## config.mk

```make
export PLATFORM = sky130hd
export DESIGN_NAME = mmio_coproc_responder
export DESIGN_NICKNAME = d
export VERILOG_FILES = /design/src/rtl/mmio_coproc_responder_pkg.sv /design/src/rtl/mmio_coproc_responder_decode.sv /design/src/rtl/mmio_coproc_responder.sv
export SDC_FILE = /design/constraint.sdc
export NUM_CORES = 1
export LEC_CHECK = 0
export BUFFER_PORTS_ARGS = -buffer_cell sky130_fd_sc_hd__buf_2
export CORE_ASPECT_RATIO = 0.7
export CORE_MARGIN = 2
export CORE_UTILIZATION = 25
export CTS_CLUSTER_DIAMETER = 60
export DETAILED_ROUTE_END_ITERATION = 8
export GPL_ROUTABILITY_DRIVEN = 0
export SLEW_MARGIN = 20
export SYNTH_ARGS = -nofsm -noshare
export SYNTH_HDL_FRONTEND = slang
export SYNTH_SLANG_ARGS = --single-unit
```

## constraint.sdc

```tcl
create_clock -name clk -period 3.8 [get_ports clk]
set_clock_uncertainty 0.2 [all_clocks]
set_input_delay 0.76 -clock clk [delete_from_list [all_inputs] [get_ports clk]]
set_output_delay 0.76 -clock clk [all_outputs]
set_load 0.03 [all_outputs]
```

## src/rtl/mmio_coproc_responder_pkg.sv

```systemverilog
`default_nettype none
// ============================================================================
// Module   : mmio_coproc_responder_pkg
// Purpose  : Shared types and constants for the coprocessor MMIO responder.
//            - coprocessor FSM state encoding
//            - register offsets inside the 256-byte window
//            - STATUS and CTRL bit positions
// Ports    : none (package)
// Revision : 1.0 - initial release
// ============================================================================
package mmio_coproc_responder_pkg;

  // Coprocessor control FSM state, 2-bit explicit encoding.
  typedef enum logic [1:0] {
    IDLE = 2'd0,
    RUN  = 2'd1,
    DONE = 2'd2
  } coproc_state_t;

  // Register offsets (IO_ADDR[7:0]); only these exact word-aligned values decode.
  localparam logic [7:0] CP_CTRL   = 8'h00;
  localparam logic [7:0] CP_CMD    = 8'h04;
  localparam logic [7:0] CP_SRC    = 8'h08;
  localparam logic [7:0] CP_DST    = 8'h0C;
  localparam logic [7:0] CP_LEN    = 8'h10;
  localparam logic [7:0] CP_CYCLES = 8'h14;

  // STATUS read bits. ST_DONE must stay at bit 1: the CPU's LWCP stall
  // polls exactly that bit.
  localparam int ST_BUSY = 0;
  localparam int ST_DONE = 1;
  localparam int ST_ERR  = 2;
  localparam int ST_W    = 3;

  // CTRL write bits.
  localparam int CTRL_START = 0;
  localparam int CTRL_CLR   = 1;

  // Assemble the 3-bit status field from the individual flags so the bit
  // placement is defined in exactly one place.
  function automatic logic [ST_W-1:0] pack_status(input logic busy,
                                                  input logic done,
                                                  input logic err);
    logic [ST_W-1:0] s;
    s          = '0;
    s[ST_BUSY] = busy;
    s[ST_DONE] = done;
    s[ST_ERR]  = err;
    return s;
  endfunction

endpackage : mmio_coproc_responder_pkg
`default_nettype wire

```

## src/rtl/mmio_coproc_responder_decode.sv

```systemverilog
`default_nettype none
// ============================================================================
// Module   : mmio_reg_decode
// Purpose  : Combinational front end of the coprocessor MMIO responder:
//            window hit, offset decode into per-register write strobes, and
//            the zero-wait-state read mux.
// Ports    :
//   IO_ADDR   in  BITS  byte address from the CPU
//   IO_WEN    in  1     write enable (already IO-range qualified)
//   IO_RDEN   in  1     read enable (already IO-range qualified)
//   status    in  3     packed {ERR, DONE, BUSY}
//   cmd       in  8     CMD register
//   src       in  BITS  SRC register
//   dst       in  BITS  DST register
//   len       in  BITS  LEN register
//   cycles    in  CNTW  RUN cycle count of the last run
//   IO_RDATA  out BITS  read data, zero unless a read hits the window
//   wr_ctrl   out 1     write strobe for CTRL
//   wr_cmd    out 1     write strobe for CMD
//   wr_src    out 1     write strobe for SRC
//   wr_dst    out 1     write strobe for DST
//   wr_len    out 1     write strobe for LEN
// Revision : 1.0 - initial release
// ============================================================================
module mmio_reg_decode
  import mmio_coproc_responder_pkg::*;
#(
  parameter int              BITS      = 32,
  parameter logic [BITS-1:0] BASE_ADDR = 32'h0001_0000,
  parameter int              CNTW      = 24
) (
  input  logic [BITS-1:0] IO_ADDR,
  input  logic            IO_WEN,
  input  logic            IO_RDEN,
  input  logic [ST_W-1:0] status,
  input  logic [7:0]      cmd,
  input  logic [BITS-1:0] src,
  input  logic [BITS-1:0] dst,
  input  logic [BITS-1:0] len,
  input  logic [CNTW-1:0] cycles,
  output logic [BITS-1:0] IO_RDATA,
  output logic            wr_ctrl,
  output logic            wr_cmd,
  output logic            wr_src,
  output logic            wr_dst,
  output logic            wr_len
);

  logic       hit;
  logic [7:0] offset;
  logic       wr_sel;

  // The window is 256 bytes, so everything above bit 7 selects the block.
  assign hit    = (IO_ADDR[BITS-1:8] == BASE_ADDR[BITS-1:8]);
  assign offset = IO_ADDR[7:0];
  assign wr_sel = IO_WEN & hit;

  // Exact offset compares: a misaligned address never matches a register,
  // so it reads zero and its writes vanish. CYCLES has no strobe (read-only).
  assign wr_ctrl = wr_sel & (offset == CP_CTRL);
  assign wr_cmd  = wr_sel & (offset == CP_CMD);
  assign wr_src  = wr_sel & (offset == CP_SRC);
  assign wr_dst  = wr_sel & (offset == CP_DST);
  assign wr_len  = wr_sel & (offset == CP_LEN);

  // Read mux; zero when not selected so the CPU can OR several responders.
  always_comb begin
    IO_RDATA = '0;
    if (IO_RDEN && hit) begin
      case (offset)
        CP_CTRL:   IO_RDATA = BITS'(status);
        CP_CMD:    IO_RDATA = BITS'(cmd);
        CP_SRC:    IO_RDATA = src;
        CP_DST:    IO_RDATA = dst;
        CP_LEN:    IO_RDATA = len;
        CP_CYCLES: IO_RDATA = BITS'(cycles);
        default:   IO_RDATA = '0;
      endcase
    end
  end

endmodule : mmio_reg_decode
`default_nettype wire

```

## src/rtl/mmio_coproc_responder.sv

```systemverilog
`default_nettype none
// ============================================================================
// Module   : mmio_coproc_responder
// Purpose  : MMIO register block fronting the image coprocessor. Holds the
//            command/config registers, launches runs with a one-cycle start
//            pulse, times runs out, and reports BUSY/DONE/ERR combinationally
//            so the CPU's LWCP stall releases in the first DONE cycle.
// Ports    :
//   clk       in  1     global clock
//   rst_n     in  1     asynchronous active-low reset (shared with coprocessor)
//   IO_ADDR   in  BITS  byte address from the CPU MEM stage
//   IO_WDATA  in  BITS  write data
//   IO_WEN    in  1     write enable
//   IO_RDEN   in  1     read enable
//   IO_RDATA  out BITS  combinational read data
//   cp_start  out 1     one-cycle start pulse (first RUN cycle)
//   cp_cmd    out 8     opcode register
//   cp_src    out BITS  source address register
//   cp_dst    out BITS  destination address register
//   cp_len    out BITS  transfer length register
//   cp_done   in  1     one-cycle completion pulse
//   irq       out 1     high while STATUS.DONE = 1
// Revision : 1.0 - initial release
// ============================================================================
module mmio_coproc_responder
  import mmio_coproc_responder_pkg::*;
#(
  parameter int              BITS      = 32,
  parameter logic [BITS-1:0] BASE_ADDR = 32'h0001_0000,
  parameter int              TIMEOUT   = 1_000_000,
  parameter int              CNTW      = 24
) (
  input  logic            clk,
  input  logic            rst_n,
  input  logic [BITS-1:0] IO_ADDR,
  input  logic [BITS-1:0] IO_WDATA,
  input  logic            IO_WEN,
  input  logic            IO_RDEN,
  output logic [BITS-1:0] IO_RDATA,
  output logic            cp_start,
  output logic [7:0]      cp_cmd,
  output logic [BITS-1:0] cp_src,
  output logic [BITS-1:0] cp_dst,
  output logic [BITS-1:0] cp_len,
  input  logic            cp_done,
  output logic            irq
);

  // Timeout counter only has to reach TIMEOUT-1.
  localparam int            TW      = (TIMEOUT > 1) ? $clog2(TIMEOUT) : 1;
  localparam logic [TW-1:0] T_LAST  = TW'(TIMEOUT - 1);
  localparam logic [CNTW-1:0] CYC_MAX = '1;

  coproc_state_t   state;
  coproc_state_t   state_nxt;

  logic            err;
  logic            start_q;
  logic [7:0]      cmd_q;
  logic [BITS-1:0] src_q;
  logic [BITS-1:0] dst_q;
  logic [BITS-1:0] len_q;
  logic [CNTW-1:0] cycles_q;
  logic [TW-1:0]   tcnt_q;

  logic            wr_ctrl;
  logic            wr_cmd;
  logic            wr_src;
  logic            wr_dst;
  logic            wr_len;
  logic            start_bit;
  logic            clr_bit;

  logic            busy;
  logic            done_st;
  logic            cfg_ok;
  logic            start_fire;
  logic            clr_fire;
  logic            timeout_hit;
  logic            run_violation;
  logic [ST_W-1:0] status;

  assign start_bit = IO_WDATA[CTRL_START];
  assign clr_bit   = IO_WDATA[CTRL_CLR];

  // --------------------------------------------------------------------------
  // Address decode and read mux
  // --------------------------------------------------------------------------
  mmio_reg_decode #(
    .BITS      (BITS),
    .BASE_ADDR (BASE_ADDR),
    .CNTW      (CNTW)
  ) u_decode (
    .IO_ADDR  (IO_ADDR),
    .IO_WEN   (IO_WEN),
    .IO_RDEN  (IO_RDEN),
    .status   (status),
    .cmd      (cmd_q),
    .src      (src_q),
    .dst      (dst_q),
    .len      (len_q),
    .cycles   (cycles_q),
    .IO_RDATA (IO_RDATA),
    .wr_ctrl  (wr_ctrl),
    .wr_cmd   (wr_cmd),
    .wr_src   (wr_src),
    .wr_dst   (wr_dst),
    .wr_len   (wr_len)
  );

  // --------------------------------------------------------------------------
  // FSM: state register
  // --------------------------------------------------------------------------
  always_ff @(posedge clk or negedge rst_n) begin
    if (!rst_n) begin
      state <= IDLE;
    end else begin
      state <= state_nxt;
    end
  end

  // --------------------------------------------------------------------------
  // FSM: next-state logic
  // --------------------------------------------------------------------------
  always_comb begin
    state_nxt = state;
    case (state)
      IDLE: begin
        if (wr_ctrl && start_bit) state_nxt = RUN;
      end
      RUN: begin
        // Completion and timeout both land in DONE; they differ only in ERR.
        if (cp_done || timeout_hit) state_nxt = DONE;
      end
      DONE: begin
        // CLR has priority over START when both are written together.
        if (wr_ctrl && clr_bit)        state_nxt = IDLE;
        else if (wr_ctrl && start_bit) state_nxt = RUN;
      end
      default: state_nxt = IDLE;
    endcase
  end

  // --------------------------------------------------------------------------
  // FSM: state-derived controls
  // --------------------------------------------------------------------------
  always_comb begin
    busy       = 1'b0;
    done_st    = 1'b0;
    cfg_ok     = 1'b0;
    start_fire = 1'b0;
    clr_fire   = 1'b0;
    case (state)
      IDLE: begin
        cfg_ok     = 1'b1;
        start_fire = wr_ctrl & start_bit;
      end
      RUN: begin
        busy = 1'b1;
      end
      DONE: begin
        done_st    = 1'b1;
        cfg_ok     = 1'b1;
        clr_fire   = wr_ctrl & clr_bit;
        start_fire = wr_ctrl & start_bit & ~clr_bit;
      end
      default: ;
    endcase
  end

  assign timeout_hit   = busy & (tcnt_q == T_LAST);
  // Touching the config or re-starting mid-run is a software bug; the write
  // is dropped and flagged rather than corrupting an in-flight transfer.
  assign run_violation = busy & (wr_cmd | wr_src | wr_dst | wr_len |
                                 (wr_ctrl & start_bit));
  assign status        = pack_status(busy, done_st, err);
  assign irq           = done_st;

  // --------------------------------------------------------------------------
  // Sticky error flag. A timeout coinciding with cp_done is a completion and
  // leaves ERR as it was; a restart from DONE keeps ERR, only CLR clears it.
  // --------------------------------------------------------------------------
  always_ff @(posedge clk or negedge rst_n) begin
    if (!rst_n) begin
      err <= 1'b0;
    end else if (clr_fire) begin
      err <= 1'b0;
    end else if (run_violation || (timeout_hit && !cp_done)) begin
      err <= 1'b1;
    end
  end

  // --------------------------------------------------------------------------
  // Start pulse: registered so it coincides with the first RUN cycle.
  // --------------------------------------------------------------------------
  always_ff @(posedge clk or negedge rst_n) begin
    if (!rst_n) begin
      start_q <= 1'b0;
    end else begin
      start_q <= start_fire;
    end
  end

  assign cp_start = start_q;

  // --------------------------------------------------------------------------
  // Configuration registers (writable outside RUN only)
  // --------------------------------------------------------------------------
  always_ff @(posedge clk or negedge rst_n) begin
    if (!rst_n) begin
      cmd_q <= '0;
      src_q <= '0;
      dst_q <= '0;
      len_q <= '0;
    end else if (cfg_ok) begin
      if (wr_cmd) cmd_q <= IO_WDATA[7:0];
      if (wr_src) src_q <= IO_WDATA;
      if (wr_dst) dst_q <= IO_WDATA;
      if (wr_len) len_q <= IO_WDATA;
    end
  end

  assign cp_cmd = cmd_q;
  assign cp_src = src_q;
  assign cp_dst = dst_q;
  assign cp_len = len_q;

  // --------------------------------------------------------------------------
  // Run counters. CYCLES is cleared on every launch and saturates; the
  // timeout counter is private and never needs to wrap because the run ends
  // when it reaches T_LAST.
  // --------------------------------------------------------------------------
  always_ff @(posedge clk or negedge rst_n) begin
    if (!rst_n) begin
      cycles_q <= '0;
      tcnt_q   <= '0;
    end else if (start_fire) begin
      cycles_q <= '0;
      tcnt_q   <= '0;
    end else if (busy) begin
      if (cycles_q != CYC_MAX) cycles_q <= cycles_q + CNTW'(1);
      tcnt_q <= tcnt_q + TW'(1);
    end
  end

endmodule : mmio_coproc_responder
`default_nettype wire

```

### Word-level counts from Yosys, hierarchy flattened

Index checks and enable logic that the tools add are counted.

* output and inout port bits: 138
* input port bits: 69
* word-level logic and storage cells: 74
* register bits: 152

* mux-type cells: 18
* eq/ne operators: 11
* bitwise logic cells: 16
* add/sub/neg operators: 2
* reduce and logical (&&, ||, !) cells: 18

Operators by type and width (count)
* $pmux 32 s6: 1
* $mux 24: 3
* $mux 20: 2
* $mux 32: 1
* $add 24x1->24 const B: 1
* $eq 24x9->1 const B: 1
* $ne 24x24->1 const B: 1
* $add 20x1->20 const B: 1
* $eq 20x20->1 const B: 1
* $eq 8x4->1 const B: 2
* $eq 8x5->1 const B: 2
* $and 1x1->1: 11
* $reduce_and 2->1: 5
* $eq 8x3->1 const B: 1
* $logic_not 8->1: 1
* $mux 1: 6
* $mux 2: 3
* $pmux 2 s3: 1
* $reduce_bool 2->1: 3
* $logic_and 1x1->1: 4
* $or 1x1->1: 4
* $eq 2x1->1 const B: 1
* $eq 2x2->1 const B: 1
* $logic_not 2->1: 1
* other kinds (6): 7

### Logic depth before layout (Yosys ltp)

Gate-level depths: netlist (run 1).

* depth in word-level cells: 11
* mapped depth: 8
* depth with buffers taken out: 6

### Cells and area by module

From an unflattened synthesis (run 1), not the netlist that was laid out.

* cells, all modules: 664
* area, all modules: 7742.4 µm²

By module, submodules not included
* mmio_coproc_responder: area each 6334.8 µm², seq. area each 3803.6 µm², cells an instance 481, instances 1
* mmio_reg_decode: area each 1407.6 µm², seq. area each 0.0 µm², cells an instance 183, instances 1

### Least setup slack after synthesis (run 1)

OpenSTA, ideal clock, no wires.

* path kind: input -> output
* start: input IO_ADDR[0]
* end: output IO_RDATA[15]
* arrival: 2.759 ns
* buffers on the path: 2
* required time: 2.840 ns
* setup slack: 0.081 ns
* cell stages on the path: 7
* path through: or4_4 -> nor2_1 -> and3_1 -> clkbuf_1 -> clkbuf_1 -> a22oi_1 -> a21oi_1

* cells in the longest elaborated chain, start to end: 3
* elaborated cells between the ends (all ways): 8
* those cells by class: eq/ne: 5; mux: 2; reduce/logical: 1

Ends and longest elaborated chain
* start: declaration: line mmio_coproc_responder.sv:35 `input logic [BITS-1:0] IO_ADDR,`
* $eq 8x5->1 (tied with other cells): line mmio_coproc_responder_decode.sv:70 `case (offset)`
* $pmux 32 s6 *: line mmio_coproc_responder_decode.sv:70
* $mux 32 *: line mmio_coproc_responder_decode.sv:69 `if (IO_RDEN && hit) begin`
* end: declaration: line mmio_coproc_responder.sv:39 `output logic [BITS-1:0] IO_RDATA,`

Every way passes the cells marked *; elsewhere a longest branch is shown, timed or not.

### Worst setup path in the final report (run 1)

* start: input IO_ADDR[0]
* end: output IO_RDATA[5]

The elaborated chain is that of the path after synthesis.

==> flow_summary.json, run 1 <==
{
  "status": "finished, final reports clean",
  "grt_pass1_vias": 6474,
  "ios": 207,
  "clk_latency_ps": 430,
  "vias_per_cell": 4.87,
  "grt.overflow.total": 0,
  "synth.ff_latch_count": 152,
  "syn2layout_area_growth_pct": 27.9,
  "cp-start-kind": "input port",
  "floorplan.initialDensity": 0.254,
  "die_w_um": 216,
  "root_buffer": "clkbuf_16",
  "antenna_found_initial": 0,
  "place_area_um2": 9510,
  "design_area_um2": 10100,
  "vias": 6456,
  "synth_flop_cell": "dfrtp_1",
  "yosysTopAreaCellShare": 0.482,
  "tightest_slew_ps": 804,
  "die_h_um": 153,
  "worstSetupEndpointType": "output port",
  "nets": 965,
  "hold_viol": 0,
  "period_needed_ps": 3640,
  "setup_tns_ps": 0,
  "post-route-drc-count": 0,
  "yosysTopAreaCell": "dfrtp_1",
  "grt_max_degree": 69,
  "antenna_left": 0,
  "synthCells": 688,
  "cts.sinks": 152,
  "worstPathArrival_ps": 2680,
  "wl_um": 24200,
  "fmax_mhz": 275,
  "worst-path-max-fanout": 29,
  "ff2ff_path_depth": 5,
  "maxSlewViolCount": 0,
  "yosysWarnings": 0,
  "drt_iter0_markers": 299,
  "ctsHtreeMaxLevel": 4,
  "drtPass1Iterations": 5,
  "reg2reg_from": "cycles_q[20]$_DFFE_PN0P_",
  "drv_cap": 0,
  "r2r_end": "cycles_q[1]$_DFFE_PN0P_",
  "synth_cell_type_count": 56,
  "syn-cell-area_um2": 7890,
  "yosys-top-cells-area": "dfrtp_1 48%, mux2_2 15%, mux2_4 5.7%",
  "gr-usage-all-layers": 0.150,
  "vdd_drop_max_mv": 0.258,
  "setup_viol": 0,
  "min-delay-path-class": "input port to asynchronous set/reset pin",
  "crit_type": "input port to output port",
  "syn_area_per_cell_um2": 11.5,
  "slew_headroom": 0.459,
  "antennaDiodeCount": 0,
  "power_density_nw_per_um2": 337,
  "cp.required_ps": 2840,
  "clock_path_buffers": 2,
  "rows": 54,
  "wire_per_inst_um": 18.2,
  "synth_edf_count": 0,
  "syn_nets": 759,
  "cts_tree": "yes",
  "async_reset_ff_frac": 1.00,
  "cellLeakagePower_nw": 4.89,
  "rsz0062_at_grt": "false",
  "die_area_um2": 33000,
  "core_area_um2": 31100,
  "clk_pin_slew_ps": 60,
  "layout_worst_path_cycle_share": 0.959,
  "layout-drive-gt1-share": 0.458,
  "dp_hpwl_um": 17400,
  "grt_pass1_wl_um": 38500,
  "io_buffer_count": 206,
  "rrSetupSlack_ps": 1140,
  "cts_buffers": 17,
  "yosysSeqAreaShare": 0.482
}
[per-stage QoR]
step                      total power (W)  hold WS, ps  cells  worst slack (ps)  utilization
after detailed placement          0.00178          310   1294               225        0.306
after floorplan                   0.00168          264    688              81.5            -
after global placement            0.00178          309   1294               229        0.306
final                             0.00340          156   1327               157        0.325
after CTS                         0.00345          174   1326               205        0.324
after global routing              0.00354          195   1327              40.8        0.325
[routing by layer]
layer	global-route usage	share of wire
met5	0	0
met4	0.0339	0.010
met3	0.0431	0.059
met2	0.225	0.44
met1	0.212	0.49
[worst max-delay path, stage by stage]
cell and delay, ps:
buf_2 110, or4_4 570, nor2_1 170, buf_4 150
nand4_1 80, buf_4 280, a21oi_1 300, buf_2 260
[synth_stat cells (all sizes together), types with 2 or more instances]
cell / n
nand2: 45
or4b: 2
o21ai: 16
and2: 3
nor4: 14
a2111oi: 2
or4: 9
clkbuf: 31
nand4: 18
a22oi: 31
a211oi: 5
nand4b: 2
inv: 2
or3: 15
and3: 13
nand3b: 3
mux2i: 2
xnor2: 16
buf: 16
dfrtp: 152
a21o: 2
o41ai: 2
nand3: 16
nor2b: 4
a32oi: 2
ha: 2
nor4bb: 2
xor2: 5
o31ai: 8
nand2b: 2
nor3: 4
and4: 4
a21oi: 45
nor4b: 3
a22o: 5
mux2: 136
nor2: 42
[state kept, by name, summed over array words and instances, names as in the netlist]
register / count
cycles_q: 24
err: 1
cp_cmd: 8
state: 2
tcnt_q: 20
cp_src: 32
cp_len: 32
cp_dst: 32
cp_start: 1
[how the worst max path moves through the flow]
stage / from / endpoint / slack (ps) / cells after the start
after floorplan: IO_ADDR[0] / IO_RDATA[15] / 80 / 7
after global placement: IO_ADDR[0] / IO_RDATA[11] / 230 / 8
after detailed placement: IO_ADDR[0] / IO_RDATA[5] / 220 / 8
after CTS: IO_ADDR[11] / IO_RDATA[5] / 200 / 8
after global routing: IO_ADDR[29] / IO_RDATA[5] / 40 / 8
final: IO_ADDR[0] / IO_RDATA[5] / 160 / 8
[what timing repair did]
action	in CTS	in global routing
buffers inserted	0	1
hold buffers	0	0
gates resized for setup	0	1
endpoints found under the setup margin	0	1
[layout make-up]
class	instances	area, µm²
Clock inverter	13	109
Clock buffer	19	453
Multi-Input combinational cell	487	3840
Timing Repair Buffer	234	1350
Sequential cell	152	3800
Tap cell	420	526
Inverter	2	7.51
Fill cell	3203	21000
[layout by cell type (no fill, tap or decap), types with 3 or more instances in the layout]
| cell | synthesis | routed |
|---|---|---|
| or4_1 | 7 | 7 |
| nor4b_1 | 3 | 3 |
| a211oi_1 | 4 | 4 |
| nor2_1 | 42 | 42 |
| a21oi_1 | 45 | 44 |
| nor4_1 | 13 | 11 |
| nand4_1 | 17 | 17 |
| nand2_1 | 45 | 45 |
| xor2_1 | 5 | 5 |
| o31ai_1 | 8 | 8 |
| buf_4 | 3 | 20 |
| mux2_2 | 105 | 105 |
| nand3b_1 | 3 | 3 |
| and4_1 | 4 | 4 |
| or3_1 | 15 | 15 |
| buf_2 | 8 | 205 |
| and3_1 | 13 | 12 |
| nand3_1 | 16 | 16 |
| a22oi_1 | 31 | 31 |
| nor3_1 | 3 | 3 |
| o21ai_0 | 15 | 15 |
| a22o_1 | 5 | 5 |
| dfrtp_1 | 152 | 152 |
| buf_12 | 3 | 8 |
| clkbuf_16 | 0 | 17 |
| mux2_4 | 30 | 30 |
| nor2b_1 | 4 | 4 |
| inv_6 | 0 | 5 |
| xnor2_1 | 16 | 16 |
[power by group]
group / switching [W] / leakage (nW) / internal, W
Sequential: 0.00000000000956 / 1.94 / 0.00162
Combinational: 0.0000829 / 2.68 / 0.0000445
Clock: 0.000765 / 0.275 / 0.000889
Total: 0.000847 / 4.89 / 0.00255
[kinds of logic after synthesis]
group                    share of synthesized area
AO/OA/AOI/OAI                                0.101
XOR/XNOR                                    0.0233
adder cells (fa/ha/maj)                    0.00317
buffers and inverters                       0.0343
flip-flops                                   0.482
multiplexers                                 0.214
AND/OR/NAND/NOR                              0.142
No activity file was read; power rests on OpenSTA's default activity.
==> run 2: changes to the inputs <==
--- a/config.mk
+++ b/config.mk
@@ -7,7 +7,7 @@
 export LEC_CHECK = 0
 export BUFFER_PORTS_ARGS = -buffer_cell sky130_fd_sc_hd__buf_2
 export CORE_ASPECT_RATIO = 0.7
-export CORE_MARGIN = 2
+export CORE_MARGIN = 3
 export CORE_UTILIZATION = 25
 export CTS_CLUSTER_DIAMETER = 60
 export DETAILED_ROUTE_END_ITERATION = 8
==> run 2 against run 1 <==
  * Combinational power hardly changed
  * Power up 2.5%
  * Count of clock-buffer cells in the layout is the same
  * Clock power rose by 5%
  * Via count shrank 0.88%
  * Utilization is 0.36 points higher
  * Sequential power barely moved
  * Non-clock buffer count is 3 lower
  * Routed wire length up 1.3%
  * Cell count is 0.90% lower
  * Hold slack worse by 21 ps
  * Critical endpoint is now IO_RDATA[3]
  * Largest cell class unchanged
  * Highest routed layer is now met5
==> flow_summary.json, run 2 (synthesis gave the netlist of run 1 again) <==
{
  "dp_cells": 1284,
  "ios": 207,
  "min-delay-path-class": "input port to asynchronous set/reset pin",
  "wire_per_inst_um": 18.6,
  "place_area_um2": 9430,
  "nets": 962,
  "grt_pass1_wl_um": 38300,
  "final_common_cell": "buf_2",
  "drv_cap": 0,
  "worstSetupEndpointType": "output port",
  "die_w_um": 218,
  "setup_tns_ps": 0,
  "clkPwrFrac": 0.500,
  "grt_pass1_vias": 6533,
  "final_cell_mix": "205 x buf_2, 152 x dfrtp_1, 105 x mux2_2",
  "antennaDiodeCount": 0,
  "fmax_mhz": 274,
  "gr-usage-all-layers": 0.147,
  "die_area_um2": 33700,
  "cellLeakagePower_nw": 4.88,
  "design_area_um2": 10000,
  "post-route-drc-count": 0,
  "comb_power_share": 0.036,
  "setup_viol": 0,
  "vias_per_cell": 4.87,
  "rows": 53,
  "root_buffer": "clkbuf_16",
  "status": "finished, final reports clean",
  "worstPathArrival_ps": 2690,
  "post_cts_resized": 0,
  "grt_max_degree": 69,
  "antenna_found_initial": 1,
  "die_h_um": 155,
  "clock_path_buffers": 2,
  "tightest_slew_ps": 1020,
  "power.internal_w": 0.00267,
  "cp-start-kind": "input port",
  "cts_buffers": 17,
  "worst-path-max-fanout": 29,
  "vdd_drop_max_mv": 0.257,
  "maxSlewViolCount": 0,
  "layout_worst_path_cycle_share": 0.960,
  "cts_hold_buf": 0,
  "grt.overflow.total": 0,
  "slowest_delay_ps": 380,
  "cts.sinks": 152,
  "vias": 6399,
  "crit_slowest_cell": "nor4_1",
  "seq_power_share": 0.464,
  "clk_pin_slew_ps": 60,
  "drtPass1Iterations": 5,
  "switching_share": 0.234,
  "antenna_left": 0,
  "hold_viol": 0,
  "power_density_nw_per_um2": 347,
  "clk_latency_ps": 440,
  "syn2layout_area_growth_pct": 27.2,
  "crit_family": "simple AND/OR/NAND/NOR gates",
  "rsz0062_at_grt": "false",
  "crit_type": "input port to output port",
  "dp_hpwl_um": 17600,
  "path_buf_inv": 3,
  "floorplan.initialDensity": 0.258,
  "fin_cells": 1315,
  "period_needed_ps": 3650,
  "wl_um": 24500,
  "drt_iter0_markers": 368,
  "core_area_um2": 30600,
  "io_buffer_count": 206,
  "layout-drive-gt1-share": 0.455,
  "cp.required_ps": 2840,
  "crit_chain": "buf_2 > nor4_1 > nand4_1 > nor2_1 > nand4_1 > buf_4 > a21oi_1 > buf_2",
  "cts_setup_buffers": 0,
  "ctsHtreeMaxLevel": 4,
  "cts_tree": "yes",
  "slew_headroom": 0.317,
  "p_sw_w": 0.000815
}
==> run 2: final cells by class <==
class                           instances  area, µm²
Timing Repair Buffer                  231       1270
Tap cell                              412        515
Clock inverter                         12        141
Fill cell                            3101      20500
Sequential cell                       152       3800
Inverter                                2       7.51
Clock buffer                           19        453
Multi-Input combinational cell        487       3840
==> run 2: stage by stage <==
stage | total power, W | hold WS (ps) | setup WS (ps) | utilization
2_1_floorplan | 0.00168 | 264 | 81.5 | -
3_3_place_gp | 0.00178 | 303 | 76.7 | 0.309
3_5_place_dp | 0.00178 | 309 | 104 | 0.309
4_1_cts | 0.00356 | 143 | 95.7 | 0.328
5_1_grt | 0.00365 | 158 | 23.4 | 0.328
6_report | 0.00349 | 135 | 150 | 0.328
==> run 2: worst register-to-register path, delay by kind of cell, from the launching register on <==
kind / cells / cell delay [ps]
AO/OA/AOI/OAI: 3 / 950
adder cells (fa/ha/maj): 1 / 280
AND/OR/NAND/NOR: 2 / 970
flip-flops: 1 / 430
==> run 2: final timing paths <==
path / slack, ps / end / depth (start not counted) / start
worst max-delay path: 150 / IO_RDATA[3] / 8 / IO_ADDR[29]
worst min-delay path: 130 / cp_src[19]$_DFFE_PN0P_ / 1 / rst_n
worst max register to register: 900 / cycles_q[4]$_DFFE_PN0P_ / 6 / cycles_q[0]$_DFFE_PN0P_
worst min register to register: 320 / cp_dst[8]$_DFFE_PN0P_ / 1 / cp_dst[8]$_DFFE_PN0P_
max in group asynchronous: 2400 / cp_len[14]$_DFFE_PN0P_ / 2 / rst_n
min in group clk: 320 / cp_dst[8]$_DFFE_PN0P_ / 1 / cp_dst[8]$_DFFE_PN0P_
==> run 2: power by group through the flow <==
| stage | clock [W] | sequential (W) | combinational, W |
|---|---|---|---|
| finish | 0.00174 | 0.00162 | 0.000126 |
| global placement | 0 | 0.00165 | 0.000127 |
| CTS | 0.00181 | 0.00162 | 0.000129 |
| detailed placement | 0 | 0.00165 | 0.000129 |
| floorplan | 0 | 0.00165 | 0.0000297 |
| global route | 0.00189 | 0.00162 | 0.000140 |
==> run 2: layer usage <==
layer | part of all wire | GRT usage | vias up | wire length (µm)
li1 | - | - | 2974 | -
met1 | 0.47 | 0.203 | 3193 | 11600
met2 | 0.43 | 0.215 | 205 | 10600
met3 | 0.070 | 0.0513 | 25 | 1710
met4 | 0.022 | 0.0478 | 2 | 543
met5 | 0.00029 | 0 | - | 7
